[src/rtl/hmr_dmr_recovery_seq_if.sv]
// Signal bundle between the recovery sequencer and its environment
// (DMR control FSM, core debug ports, backup RF and restore ports).
interface hmr_dmr_recovery_seq_if #(
  parameter int unsigned DataWidth   = 32,
  parameter int unsigned RfAddrWidth = 5
);
  logic                   recovery_request_i;
  logic                   recovery_finished_o;
  logic                   debug_halt_req_o;
  logic                   debug_resume_o;
  logic [1:0]             cores_halted_i;
  logic                   instr_lock_o;
  logic [RfAddrWidth-1:0] rf_backup_raddr_o;
  logic                   rf_backup_re_o;
  logic [DataWidth-1:0]   rf_backup_rdata_i;
  logic                   rf_restore_we_o;
  logic [RfAddrWidth-1:0] rf_restore_addr_o;
  logic [DataWidth-1:0]   rf_restore_data_o;
  logic [DataWidth-1:0]   pc_backup_i;
  logic                   pc_restore_we_o;
  logic [DataWidth-1:0]   pc_restore_o;
  logic                   busy_o;

  // Sequencer side
  modport master (
    input  recovery_request_i, cores_halted_i, rf_backup_rdata_i, pc_backup_i,
    output recovery_finished_o, debug_halt_req_o, debug_resume_o, instr_lock_o,
           rf_backup_raddr_o, rf_backup_re_o, rf_restore_we_o, rf_restore_addr_o,
           rf_restore_data_o, pc_restore_we_o, pc_restore_o, busy_o
  );

  // Environment side
  modport slave (
    output recovery_request_i, cores_halted_i, rf_backup_rdata_i, pc_backup_i,
    input  recovery_finished_o, debug_halt_req_o, debug_resume_o, instr_lock_o,
           rf_backup_raddr_o, rf_backup_re_o, rf_restore_we_o, rf_restore_addr_o,
           rf_restore_data_o, pc_restore_we_o, pc_restore_o, busy_o
  );
endinterface

[src/rtl/hmr_dmr_recovery_seq.sv]
// Rapid-recovery sequencer for one DMR group: halt both cores, restore the
// register file from backup (entries 1..NumRegs-1), restore the PC, resume.
module hmr_dmr_recovery_seq #(
  parameter int unsigned DataWidth   = 32,
  parameter int unsigned NumRegs     = 32,
  parameter int unsigned RfAddrWidth = $clog2(NumRegs)
) (
  input  logic                    clk_i,
  input  logic                    rst_ni,
  hmr_dmr_recovery_seq_if.master  bus
);

  localparam logic [RfAddrWidth-1:0] LastAddr = RfAddrWidth'(NumRegs - 1);

  typedef enum logic [2:0] {
    IDLE,
    HALT,
    RF_RESTORE,
    PC_RESTORE,
    RESUME,
    DONE
  } state_e;

  state_e                 state;
  logic                   finished;
  logic                   halt_req;
  logic                   resume;
  logic                   lock;
  logic                   rd_en;
  logic [RfAddrWidth-1:0] rd_addr;
  logic                   wr_en;
  logic [RfAddrWidth-1:0] wr_addr;
  logic                   pc_we;

  // Sequencer FSM; every control output is a flop updated with the state.
  // rd_addr doubles as the read counter; the write stage is the read stage
  // delayed by one cycle so it lines up with the backup RF read latency.
  always_ff @(posedge clk_i or negedge rst_ni) begin
    if (!rst_ni) begin
      state    <= IDLE;
      finished <= 1'b0;
      halt_req <= 1'b0;
      resume   <= 1'b0;
      lock     <= 1'b0;
      rd_en    <= 1'b0;
      rd_addr  <= '0;
      wr_en    <= 1'b0;
      wr_addr  <= '0;
      pc_we    <= 1'b0;
    end else begin
      finished <= 1'b0;
      pc_we    <= 1'b0;
      case (state)
        IDLE: begin
          if (bus.recovery_request_i) begin
            state    <= HALT;
            halt_req <= 1'b1;
            lock     <= 1'b1;
          end
        end
        HALT: begin
          if (bus.cores_halted_i == 2'b11) begin
            state   <= RF_RESTORE;
            rd_en   <= 1'b1;
            rd_addr <= RfAddrWidth'(1);
          end
        end
        RF_RESTORE: begin
          wr_en   <= rd_en;
          wr_addr <= rd_en ? rd_addr : '0;
          if (rd_en) begin
            if (rd_addr == LastAddr) begin
              rd_en   <= 1'b0;
              rd_addr <= '0;
            end else begin
              rd_addr <= rd_addr + RfAddrWidth'(1);
            end
          end
          if (wr_en && (wr_addr == LastAddr)) begin
            state   <= PC_RESTORE;
            wr_en   <= 1'b0;
            wr_addr <= '0;
            pc_we   <= 1'b1;
          end
        end
        PC_RESTORE: begin
          state    <= RESUME;
          halt_req <= 1'b0;
          resume   <= 1'b1;
        end
        RESUME: begin
          if (bus.cores_halted_i == 2'b00) begin
            state    <= DONE;
            resume   <= 1'b0;
            finished <= 1'b1;
          end
        end
        DONE: begin
          state <= IDLE;
          lock  <= 1'b0;
        end
        default: begin
          state    <= IDLE;
          halt_req <= 1'b0;
          resume   <= 1'b0;
          lock     <= 1'b0;
          rd_en    <= 1'b0;
          rd_addr  <= '0;
          wr_en    <= 1'b0;
          wr_addr  <= '0;
        end
      endcase
    end
  end

  assign bus.recovery_finished_o = finished;
  assign bus.debug_halt_req_o    = halt_req;
  assign bus.debug_resume_o      = resume;
  assign bus.instr_lock_o        = lock;
  assign bus.rf_backup_re_o      = rd_en;
  assign bus.rf_backup_raddr_o   = rd_addr;
  assign bus.rf_restore_we_o     = wr_en;
  assign bus.rf_restore_addr_o   = wr_addr;
  // Backup data arrives the cycle after the read, i.e. in the write cycle.
  assign bus.rf_restore_data_o   = wr_en ? bus.rf_backup_rdata_i : '0;
  assign bus.pc_restore_we_o     = pc_we;
  assign bus.pc_restore_o        = pc_we ? bus.pc_backup_i : '0;
  assign bus.busy_o              = (state != IDLE);

endmodule

[src/flat_wrapper.sv]
// flat-port wrapper written by rule: the top's interface ports become plain ports
module hmr_dmr_recovery_seq_flat 
#(
  parameter int unsigned DataWidth   = 32,
  parameter int unsigned NumRegs     = 32,
  parameter int unsigned RfAddrWidth = $clog2(NumRegs)
)
  (clk_i, rst_ni, bus_recovery_request_i, bus_cores_halted_i, bus_rf_backup_rdata_i, bus_pc_backup_i, bus_recovery_finished_o, bus_debug_halt_req_o, bus_debug_resume_o, bus_instr_lock_o, bus_rf_backup_raddr_o, bus_rf_backup_re_o, bus_rf_restore_we_o, bus_rf_restore_addr_o, bus_rf_restore_data_o, bus_pc_restore_we_o, bus_pc_restore_o, bus_busy_o);
  hmr_dmr_recovery_seq_if #(.DataWidth(DataWidth), .RfAddrWidth(RfAddrWidth)) bus_i ();
  input  logic clk_i;
  input  logic rst_ni;
  input wire logic [$bits(bus_i.recovery_request_i)-1:0] bus_recovery_request_i;
  input wire logic [$bits(bus_i.cores_halted_i)-1:0] bus_cores_halted_i;
  input wire logic [$bits(bus_i.rf_backup_rdata_i)-1:0] bus_rf_backup_rdata_i;
  input wire logic [$bits(bus_i.pc_backup_i)-1:0] bus_pc_backup_i;
  output wire logic [$bits(bus_i.recovery_finished_o)-1:0] bus_recovery_finished_o;
  output wire logic [$bits(bus_i.debug_halt_req_o)-1:0] bus_debug_halt_req_o;
  output wire logic [$bits(bus_i.debug_resume_o)-1:0] bus_debug_resume_o;
  output wire logic [$bits(bus_i.instr_lock_o)-1:0] bus_instr_lock_o;
  output wire logic [$bits(bus_i.rf_backup_raddr_o)-1:0] bus_rf_backup_raddr_o;
  output wire logic [$bits(bus_i.rf_backup_re_o)-1:0] bus_rf_backup_re_o;
  output wire logic [$bits(bus_i.rf_restore_we_o)-1:0] bus_rf_restore_we_o;
  output wire logic [$bits(bus_i.rf_restore_addr_o)-1:0] bus_rf_restore_addr_o;
  output wire logic [$bits(bus_i.rf_restore_data_o)-1:0] bus_rf_restore_data_o;
  output wire logic [$bits(bus_i.pc_restore_we_o)-1:0] bus_pc_restore_we_o;
  output wire logic [$bits(bus_i.pc_restore_o)-1:0] bus_pc_restore_o;
  output wire logic [$bits(bus_i.busy_o)-1:0] bus_busy_o;
  assign bus_i.recovery_request_i = bus_recovery_request_i;
  assign bus_i.cores_halted_i = bus_cores_halted_i;
  assign bus_i.rf_backup_rdata_i = bus_rf_backup_rdata_i;
  assign bus_i.pc_backup_i = bus_pc_backup_i;
  assign bus_recovery_finished_o = bus_i.recovery_finished_o;
  assign bus_debug_halt_req_o = bus_i.debug_halt_req_o;
  assign bus_debug_resume_o = bus_i.debug_resume_o;
  assign bus_instr_lock_o = bus_i.instr_lock_o;
  assign bus_rf_backup_raddr_o = bus_i.rf_backup_raddr_o;
  assign bus_rf_backup_re_o = bus_i.rf_backup_re_o;
  assign bus_rf_restore_we_o = bus_i.rf_restore_we_o;
  assign bus_rf_restore_addr_o = bus_i.rf_restore_addr_o;
  assign bus_rf_restore_data_o = bus_i.rf_restore_data_o;
  assign bus_pc_restore_we_o = bus_i.pc_restore_we_o;
  assign bus_pc_restore_o = bus_i.pc_restore_o;
  assign bus_busy_o = bus_i.busy_o;
  hmr_dmr_recovery_seq #(.DataWidth(DataWidth), .NumRegs(NumRegs), .RfAddrWidth(RfAddrWidth)) u_core (.clk_i(clk_i), .rst_ni(rst_ni), .bus(bus_i));
endmodule
[config.mk]
export PLATFORM = sky130hd
export DESIGN_NAME = hmr_dmr_recovery_seq_flat
export DESIGN_NICKNAME = d
export VERILOG_FILES = /design/src/rtl/hmr_dmr_recovery_seq_if.sv /design/src/rtl/hmr_dmr_recovery_seq.sv /design/src/flat_wrapper.sv
export SDC_FILE = /design/constraint.sdc
export NUM_CORES = 1
export LEC_CHECK = 0
export BUFFER_PORTS_ARGS = -buffer_cell sky130_fd_sc_hd__buf_4
export CAP_MARGIN = 20
export CELL_PAD_IN_SITES_DETAIL_PLACEMENT = 2
export CELL_PAD_IN_SITES_GLOBAL_PLACEMENT = 2
export CORE_UTILIZATION = 17
export CTS_CLUSTER_SIZE = 12
export DETAILED_ROUTE_END_ITERATION = 8
export HOLD_SLACK_MARGIN = 0.08
export PLACE_DENSITY_LB_ADDON = 0.1
export SLEW_MARGIN = 20
export SYNTH_ARGS = -nofsm -noshare
export SYNTH_HDL_FRONTEND = slang
export SYNTH_SLANG_ARGS = --single-unit
[constraint.sdc]
create_clock -name clk_i -period 4.3 [get_ports clk_i]
set_clock_uncertainty 0.15 [all_clocks]
set_input_delay 0.86 -clock clk_i [delete_from_list [all_inputs] [get_ports clk_i]]
set_output_delay 0.86 -clock clk_i [all_outputs]
set_load 0.05 [all_outputs]
==> results.json, run 1 <==
{
  "worst_slew_pin_slew_ns": 0.800,
  "status": "complete, no violations",
  "die_y_um": 92.3,
  "cp-start-kind": "register",
  "peakVddDrop_v": 0.000239,
  "initial_core_util": 0.178,
  "die_w_um": 92.3,
  "tritoncts": "built",
  "synth_most_common_cell": "and2_1",
  "p_sw_mw": 0.902,
  "num_vias": 1669,
  "n_antenna_cell": 0,
  "clk_latency_ns": 0.27,
  "power.internal_mw": 0.672,
  "power_density_nw_per_um2": 594,
  "p_seq_frac": 0.244,
  "synthTopCellsByCount": "and2_1, dfrtp_1, nor2_1",
  "fin_crit_ns": 2.60,
  "ys_top_cells_by_area": "dfrtp_1, and2_1, a22o_1, nor2_1, and3_1",
  "rsz0062_at_grt": "false",
  "fin_crit_sh": 0.605,
  "ys_seq_elements": 20,
  "clk_pin_slew_worst_paths_ns": 0.08,
  "setup_viol": 0,
  "cts_made_buffers": 3,
  "io_pins": 151,
  "finalMaxSlewViolations": 0,
  "fmax_mhz": 384,
  "cp_num_buf_inv": 1,
  "synth_edf_count": 0,
  "dpl.cell_count": 401,
  "ys_types": 34,
  "grt_pass1_vias": 1660,
  "slew_headroom": 0.467,
  "syn_inst": 159,
  "fin_tns_setup_ns": 0,
  "yosys_warnings": 0,
  "endpoint_kind": "output pin",
  "dpl.hpwl_um": 5440,
  "grt_max_degree": 36,
  "grt.overflow.total": 0,
  "synthFlopType": "dfrtp_1",
  "min_path_type": "input pin to async pin",
  "vias_per_cell": 4.12,
  "syn_area_um2": 1390,
  "crit_chain": "nor2_1, nand2_1, buf_4",
  "worst-setup-path-type": "register to output pin",
  "power_frac_clock": 0.097,
  "final_cells": 405,
  "cts_max_level": 1,
  "cts_root_buffer": "clkbuf_8",
  "cpPeakStageDelay_ns": 0.57,
  "pwr-share-comb": 0.660,
  "ant_nets": 0,
  "postCtsSetupRepairBufs": 0,
  "core_area_um2": 7810,
  "drc_errors": 0,
  "hold_viol": 0,
  "cp.arrival_ns": 1.59,
  "synth.top_cell.area_share": 0.361,
  "finalNetCount": 375,
  "finalInstanceArea_um2": 2650,
  "ctsResizeCount": 0,
  "ctsHoldBuffers": 0,
  "port_buffers": 150,
  "final_util": 0.339,
  "dr.pass1.iters": 4,
  "wl_per_cell_um": 16.2,
  "crit_family": "flip-flops",
  "syn_nets": 230,
  "max_cap_violations": 0,
  "crit_fanout": 14,
  "drive_above_1_share": 0.528,
  "grt_pass1_wl_um": 10100,
  "grt.total_usage": 0.150,
  "seq_area_frac_synth": 0.361,
  "avgSynthCellArea_um2": 8.72,
  "async_flop_share": 1.00,
  "rows": 32,
  "clock_sinks": 20,
  "drt_iter0_drc": 27,
  "fin_total_pwr_mw": 1.57,
  "wl_um": 6550,
  "crit_slowest_cell": "dfrtp_1",
  "synth_top_area_cell": "dfrtp_1",
  "cts_buffer_depth": 2,
  "dieArea_um2": 8520,
  "syn_to_final_growth_pct": 91.1,
  "required_ns": 3.29,
  "sw_frac_of_total": 0.573,
  "place.gp.congestion": 0.691,
  "leakage_nw": 1.41,
  "antenna_found_initial": 0,
  "placed_area_um2": 2590
}
## flip-flops by register name, summed over array words and instances (netlist names)
name,cells
u_core.bus.rf_backup_raddr_o,5
u_core.bus.rf_restore_addr_o,5
u_core.state,3
u_core.bus.debug_halt_req_o,1
u_core.bus.debug_resume_o,1
u_core.bus.instr_lock_o,1
u_core.bus.pc_restore_we_o,1
u_core.bus.recovery_finished_o,1
u_core.bus.rf_backup_re_o,1
u_core.bus.rf_restore_we_o,1
## cells by family (layout without fill, tap and decap cells)
group,Yosys count,count (layout),share of synthesized area
and+or+nand+nor,97,97,0.426
buffers and inverters,13,157,0.0415
AOI/OAI and AO/OA,24,24,0.130
muxes,3,3,0.0235
DFF,20,20,0.361
adders and majority gates,2,2,0.0180
## power by group through the flow
stage	Sequential, mW	Clock, mW	Combinational (mW)
after floorplan	0.472	0	0.609
after global placement	0.388	0	1.04
after detailed placement	0.392	0	1.05
after CTS	0.387	0.156	1.05
after global routing	0.403	0.163	1.09
final	0.383	0.152	1.04
## through the flow
stage / hold WS (ns) / worst slack [ns]
after floorplan: 0.414 / 1.91
after global placement: 0.349 / 1.96
after detailed placement: 0.364 / 1.92
after CTS: 0.318 / 1.64
after global routing: 0.323 / 1.54
final: 0.312 / 1.70
## cell usage in the layout (no fill, tap or decap), types with 2 or more instances in the layout
cell type  netlist  routed
mux2_2           2       2
inv_1            3       3
nand2_1          7       7
ha_1             2       2
nor2b_1          2       2
nand3_1          2       2
and3_1           5       5
a21o_1           2       2
a22o_1           6       6
dfrtp_1         20      20
o21ai_1          2       2
and2_1          64      64
o21ai_0          4       4
nor2_1          10      10
buf_4            0     150
clkbuf_8         0       4
a21oi_1          2       2
## path summary, 6_finish.rpt
check                                           startpoint                               to  slack (ns)  cells after the start
setup / recovery                           u_core.state[2]                       bus_busy_o        1.70                      3
hold / removal                                      rst_ni  u_core.bus.rf_backup_raddr_o[1]        0.31                      1
setup reg to reg           u_core.bus.rf_backup_raddr_o[0]  u_core.bus.rf_backup_raddr_o[3]        2.00                      7
hold reg to reg                    u_core.bus.instr_lock_o          u_core.bus.instr_lock_o        0.37                      2
max in group asynchronous                           rst_ni  u_core.bus.rf_restore_addr_o[2]        3.47                      1
min in group clk_i                 u_core.bus.instr_lock_o          u_core.bus.instr_lock_o        0.37                      2
## final cells by class
type | count | area (um2)
inverters | 3 | 11.3
fillers | 893 | 5160
flip-flops and latches | 20 | 500
repair buffers | 150 | 1130
clock buffers | 4 | 55.1
multi-input cells | 126 | 828
well taps | 102 | 128
## layer usage
metal,track usage,vias up,wire (um)
met4,0.0273,0,47
met1,0.196,766,2950
met5,0,-,0
met3,0.0402,8,547
met2,0.248,78,3010
li1,-,817,-
No activity file was read; power rests on OpenSTA's default activity.
==> run 2, diff against run 1 <==
CORE_UTILIZATION = 16   (was 17)
clock period = 2.7 ns   (was 4.3 ns; I/O delays follow)
==> results.json, run 2 (same netlist as run 1, synthesis figures left out) <==
{
  "cts_max_level": 1,
  "finalMaxSlewViolations": 0,
  "dieArea_um2": 9040,
  "wirelength_met1_um": 2910,
  "peakVddDrop_v": 0.000353,
  "required_ns": 2.73,
  "cts_made_buffers": 3,
  "cts_root_buffer": "clkbuf_8",
  "fin_crit_ns": 2.27,
  "initial_core_util": 0.167,
  "final_cells": 409,
  "topRoutingLayerUsed": "met4",
  "grt_max_degree": 36,
  "placed_area_um2": 2610,
  "die_y_um": 95.1,
  "finalInstanceArea_um2": 2660,
  "reg2reg_from": "u_core.bus.rf_backup_raddr_o[0]",
  "wl_per_cell_um": 17.1,
  "fillCellCount": 956,
  "worst-setup-path-type": "register to register",
  "ant_nets": 0,
  "fmax_mhz": 440,
  "dr.pass1.iters": 2,
  "wl_um": 6990,
  "fin_crit_sh": 0.842,
  "syn_to_final_growth_pct": 91.6,
  "port_buffers": 150,
  "drt_iter0_drc": 30,
  "dpl.hpwl_um": 5710,
  "crit_fanout": 6,
  "clk_latency_ns": 0.26,
  "wl_met3_um": 676,
  "fin_ws_ns": 0.426,
  "hold_path_end": "u_core.bus.instr_lock_o",
  "ctsResizeCount": 0,
  "clk_pin_slew_worst_paths_ns": 0.07,
  "finalNetCount": 377,
  "status": "complete, no violations",
  "grt.overflow.total": 0,
  "final_common_cell": "buf_4",
  "reg2regPathDepth": 7,
  "power_density_nw_per_um2": 940,
  "holdPathStages": 2,
  "final_cell_mix": "buf_4, and2_1, dfrtp_1",
  "rsz0062_at_grt": "false",
  "setup_viol": 0,
  "min-delay-start": "u_core.bus.instr_lock_o",
  "final_util": 0.320,
  "vias_per_cell": 4.19,
  "grt_pass1_vias": 1729,
  "multi_input_area_um2": 828,
  "fin_total_pwr_mw": 2.50,
  "io_pins": 151,
  "rows": 33,
  "drive_above_1_share": 0.526,
  "max_cap_violations": 0,
  "wl_met2_um": 3320,
  "cp-start-kind": "register",
  "whs_ns": 0.380,
  "r2r_slack_ns": 0.43,
  "num_vias": 1715,
  "endpoint_kind": "register",
  "cp.arrival_ns": 2.31,
  "place.gp.congestion": 0.782,
  "core_area_um2": 8300,
  "post-place-ws_ns": 0.487,
  "slew_headroom": 0.514,
  "clock_sinks": 20,
  "die_w_um": 95.1,
  "min_path_type": "register to register",
  "reg2reg_to": "u_core.bus.rf_backup_raddr_o[3]",
  "n_antenna_cell": 0,
  "cts_buffer_depth": 2,
  "antenna_found_initial": 0,
  "hold_viol": 0,
  "ff_latch_area_um2": 500,
  "tritoncts": "built",
  "fin_tns_setup_ns": 0,
  "worst_slew_pin_slew_ns": 0.729,
  "drc_errors": 0,
  "grt.total_usage": 0.148,
  "leakage_nw": 1.41,
  "dpl.cell_count": 405,
  "grt_pass1_wl_um": 10100
}
[run 2: changes by cell type in the layout (fill, tap and decap cells not counted), sizes merged]
cell         previous run  this run
buf                   150       151
dlygate4sd3             0         1
clkbuf                  4         3
[run 2: how the worst max path moves through the flow]
stage,startpoint,slack [ns],to,depth (start not counted)
after global routing,u_core.state[2],0.33,bus_busy_o,3
after detailed placement,u_core.bus.rf_backup_raddr_o[0],0.49,u_core.bus.rf_backup_raddr_o[3],7
after floorplan,u_core.bus.rf_backup_raddr_o[0],0.37,u_core.bus.rf_backup_raddr_o[3],7
final,u_core.bus.rf_backup_raddr_o[0],0.43,u_core.bus.rf_backup_raddr_o[3],7
after CTS,u_core.bus.rf_backup_raddr_o[0],0.40,u_core.bus.rf_backup_raddr_o[3],7
after global placement,u_core.bus.rf_backup_raddr_o[0],0.55,u_core.bus.rf_backup_raddr_o[3],7
[run 2: cell type report]
type | count | area share
timing repair buffer | 152 | 0.431
multi-input combinational | 126 | 0.312
sequential | 20 | 0.188
tap | 105 | 0.0495
clock buffer | 3 | 0.0155
inverter | 3 | 0.00424
[run 2: where the power goes]
| group | leakage [nW] | total, mW | switching [mW] | internal [mW] |
|---|---|---|---|---|
| registers | 0.252 | 0.549 | 0.156 | 0.393 |
| clock network | 0.0216 | 0.199 | 0.0999 | 0.0996 |
| logic | 1.14 | 1.75 | 1.19 | 0.560 |
[run 2: repair_timing]
action                                 4_1_cts  5_1_grt
hold buffers                                 1        0
setup buffers                                0        0
endpoints found under the hold margin       20        0
[run 2: worst max-delay path, stage by stage, from the launching register on]
cell	delay [ns]
dfrtp_1	0.45
ha_1	0.25
and3_1	0.15
ha_1	0.22
nor4b_4	0.41
o21ai_1	0.12
or3_1	0.37
o211ai_2	0.08
[run 2: layer usage]
| layer | GRT usage | up-vias |
|---|---|---|
| met4 | 0.0328 | 0 |
| met3 | 0.0375 | 7 |
| met1 | 0.183 | 807 |
| met2 | 0.255 | 81 |
| li1 | - | 820 |
| met5 | 0 | - |
==> run 3, diff against run 2 <==
ABC_AREA = 1   (was not set)
CORE_UTILIZATION = 15   (was 16)
clock period = 2.2 ns   (was 2.7 ns; I/O delays follow)
==> results.json, run 3 <==
{
  "yosys_warnings": 0,
  "cts_max_level": 1,
  "fmax_mhz": 529,
  "num_vias": 2039,
  "drc_errors": 0,
  "synthTopCellsByCount": "nand2_1, inv_1, dfrtp_1",
  "cp.arrival_ns": 1.30,
  "rsz0062_at_grt": "false",
  "avgSynthCellArea_um2": 5.85,
  "dpl.hpwl_um": 6260,
  "fin_tns_setup_ns": 0,
  "power_frac_clock": 0.103,
  "endpoint_kind": "output pin",
  "vias_per_cell": 3.77,
  "fin_crit_sh": 0.860,
  "synth_top_family_by_area": "simple AND/OR/NAND/NOR gates",
  "cts_buffer_depth": 2,
  "io_pins": 151,
  "finalMaxSlewViolations": 0,
  "synth_most_common_cell": "nand2_1",
  "power_density_nw_per_um2": 966,
  "die_w_um": 102,
  "power.internal_mw": 1.19,
  "grt_pass1_vias": 1953,
  "synth_xor_area_frac": 0.00580,
  "syn_inst": 258,
  "worst-setup-path-type": "register to output pin",
  "worstSetupEndpoint": "bus_pc_restore_o[1]",
  "cp-start-kind": "register",
  "status": "complete, no violations",
  "slew_headroom": 0.777,
  "drt_iter0_drc": 8,
  "core_area_um2": 9770,
  "clock_sinks": 20,
  "worst_slew_pin_slew_ns": 0.335,
  "p_sw_mw": 1.58,
  "dpl.cell_count": 536,
  "reg2reg_to": "u_core.bus.rf_backup_re_o",
  "reg2reg_from": "u_core.bus.rf_backup_raddr_o[0]",
  "synthFlopType": "dfrtp_1",
  "synth_compound_area_frac": 0.0398,
  "pwr-share-comb": 0.685,
  "fin_ws_ns": 0.309,
  "place.gp.congestion": 0.698,
  "syn_to_final_growth_pct": 90.0,
  "r2r_slack_ns": 0.61,
  "antenna_found_initial": 0,
  "final_cells": 541,
  "final_cell_mix": "buf_4, nand2_1, inv_1",
  "ys_types": 22,
  "setup_viol": 0,
  "reg2regPathDepth": 7,
  "fin_crit_ns": 1.89,
  "syn_area_um2": 1510,
  "ys_top_cells_by_area": "dfrtp_1, nand2_1, inv_1, o21ai_0, nor2_1",
  "ys_seq_elements": 20,
  "ant_nets": 0,
  "grt_max_degree": 34,
  "initial_core_util": 0.154,
  "postCtsSetupRepairBufs": 0,
  "clk_pin_slew_worst_paths_ns": 0.08,
  "n_antenna_cell": 0,
  "min_path_type": "input pin to register",
  "synth_fa_ha_area_frac": 0.0166,
  "hold_viol": 0,
  "synth_edf_count": 0,
  "final_common_cell": "buf_4",
  "sw_frac_of_total": 0.571,
  "leakage_nw": 2.02,
  "rows": 36,
  "grt.overflow.total": 0,
  "peakVddDrop_v": 0.000491,
  "syn_nets": 329,
  "synth.top_cell.area_share": 0.332,
  "port_buffers": 150,
  "finalNetCount": 480,
  "grt_pass1_wl_um": 10700,
  "grt.total_usage": 0.132,
  "crit_fanout": 33,
  "async_flop_share": 1.00,
  "cts_root_buffer": "clkbuf_8",
  "ctsResizeCount": 0,
  "wl_per_cell_um": 13.6,
  "cts_made_buffers": 3,
  "crit_start": "u_core.bus.pc_restore_we_o",
  "die_y_um": 102,
  "clk_latency_ns": 0.26,
  "synth_mux_area_frac": 0,
  "drive_above_1_share": 0.419,
  "seq_area_frac_synth": 0.332,
  "synth_top_area_cell": "dfrtp_1",
  "whs_ns": 0.292,
  "required_ns": 1.61,
  "synth-simple-area-share": 0.390,
  "dieArea_um2": 10500,
  "p_seq_frac": 0.213,
  "max_cap_violations": 0,
  "tritoncts": "built",
  "wl_um": 7370,
  "post-place-ws_ns": 0.566,
  "dr.pass1.iters": 4
}
-- run 3: cell types whose count changed after synthesis, moves of 4 or more --
cell     change
and3_1       -5
a22o_1       -6
nand2_1    +102
nand2_2      +4
inv_1       +72
and2_1      -64
-- run 3: final cells by class --
type / instances / area [um2]
inverter: 79 / 299
clock buffer: 4 / 55.1
multi-input combinational: 152 / 682
tap: 133 / 166
sequential: 20 / 500
fill: 1238 / 6910
timing repair buffer: 153 / 1160
-- run 3: metal layers --
| layer | wire (um) | up-vias | share of wire | global-route usage |
|---|---|---|---|---|
| met2 | 3600 | 80 | 0.49 | 0.233 |
| met4 | 31 | 0 | 0.0042 | 0.0264 |
| met5 | 0 | - | 0 | 0 |
| met1 | 3110 | 936 | 0.42 | 0.166 |
| li1 | - | 1021 | - | - |
| met3 | 626 | 2 | 0.085 | 0.0253 |
-- run 3: through the flow --
step,util,power [mW],instance area [um2]
2_1_floorplan,-,1.87,1510
3_3_place_gp,0.287,2.50,2800
3_5_place_dp,0.287,2.53,2800
4_1_cts,0.293,2.83,2870
5_1_grt,0.293,2.98,2870
6_report,0.293,2.77,2870
-- run 3: worst min-delay path by stage --
stage,from,to,slack (ns),depth (start not counted)
after floorplan,rst_ni,u_core.bus.debug_halt_req_o,-0.006,0
after global placement,rst_ni,u_core.bus.rf_backup_raddr_o[3],0.20,1
after detailed placement,rst_ni,u_core.bus.rf_backup_raddr_o[1],0.20,1
after CTS,bus_cores_halted_i[0],u_core.bus.recovery_finished_o,0.28,3
after global routing,bus_cores_halted_i[0],u_core.bus.recovery_finished_o,0.29,3
final,bus_cores_halted_i[0],u_core.bus.recovery_finished_o,0.29,3
-- run 3: power by group through the flow --
stage	registers [mW]	logic [mW]	clock network (mW)
floorplan	0.769	1.10	0
detailed placement	0.600	1.93	0
global route	0.608	2.06	0.317
CTS	0.593	1.93	0.306
finish	0.589	1.90	0.284
global placement	0.593	1.91	0
-- run 3: cell families after synthesis --
group,after synthesis
buffers and inverters,86
AND/OR/NAND/NOR,137
flip-flops,20
XOR/XNOR,1
adder cells (fa/ha/maj),2
AO/OA/AOI/OAI,12
-- run 3: worst max-delay path: stages, from the launching register on --
cell and delay (ns):
dfrtp_1 0.33, buf_4 0.31, nand2_1 0.11, inv_1 0.08, buf_4 0.19
-- run 3: what timing repair did --
item / in CTS / in global routing
hold endpoints to repair: 20 / 0
hold buffers: 1 / 0
endpoints found under the setup margin: 0 / 0
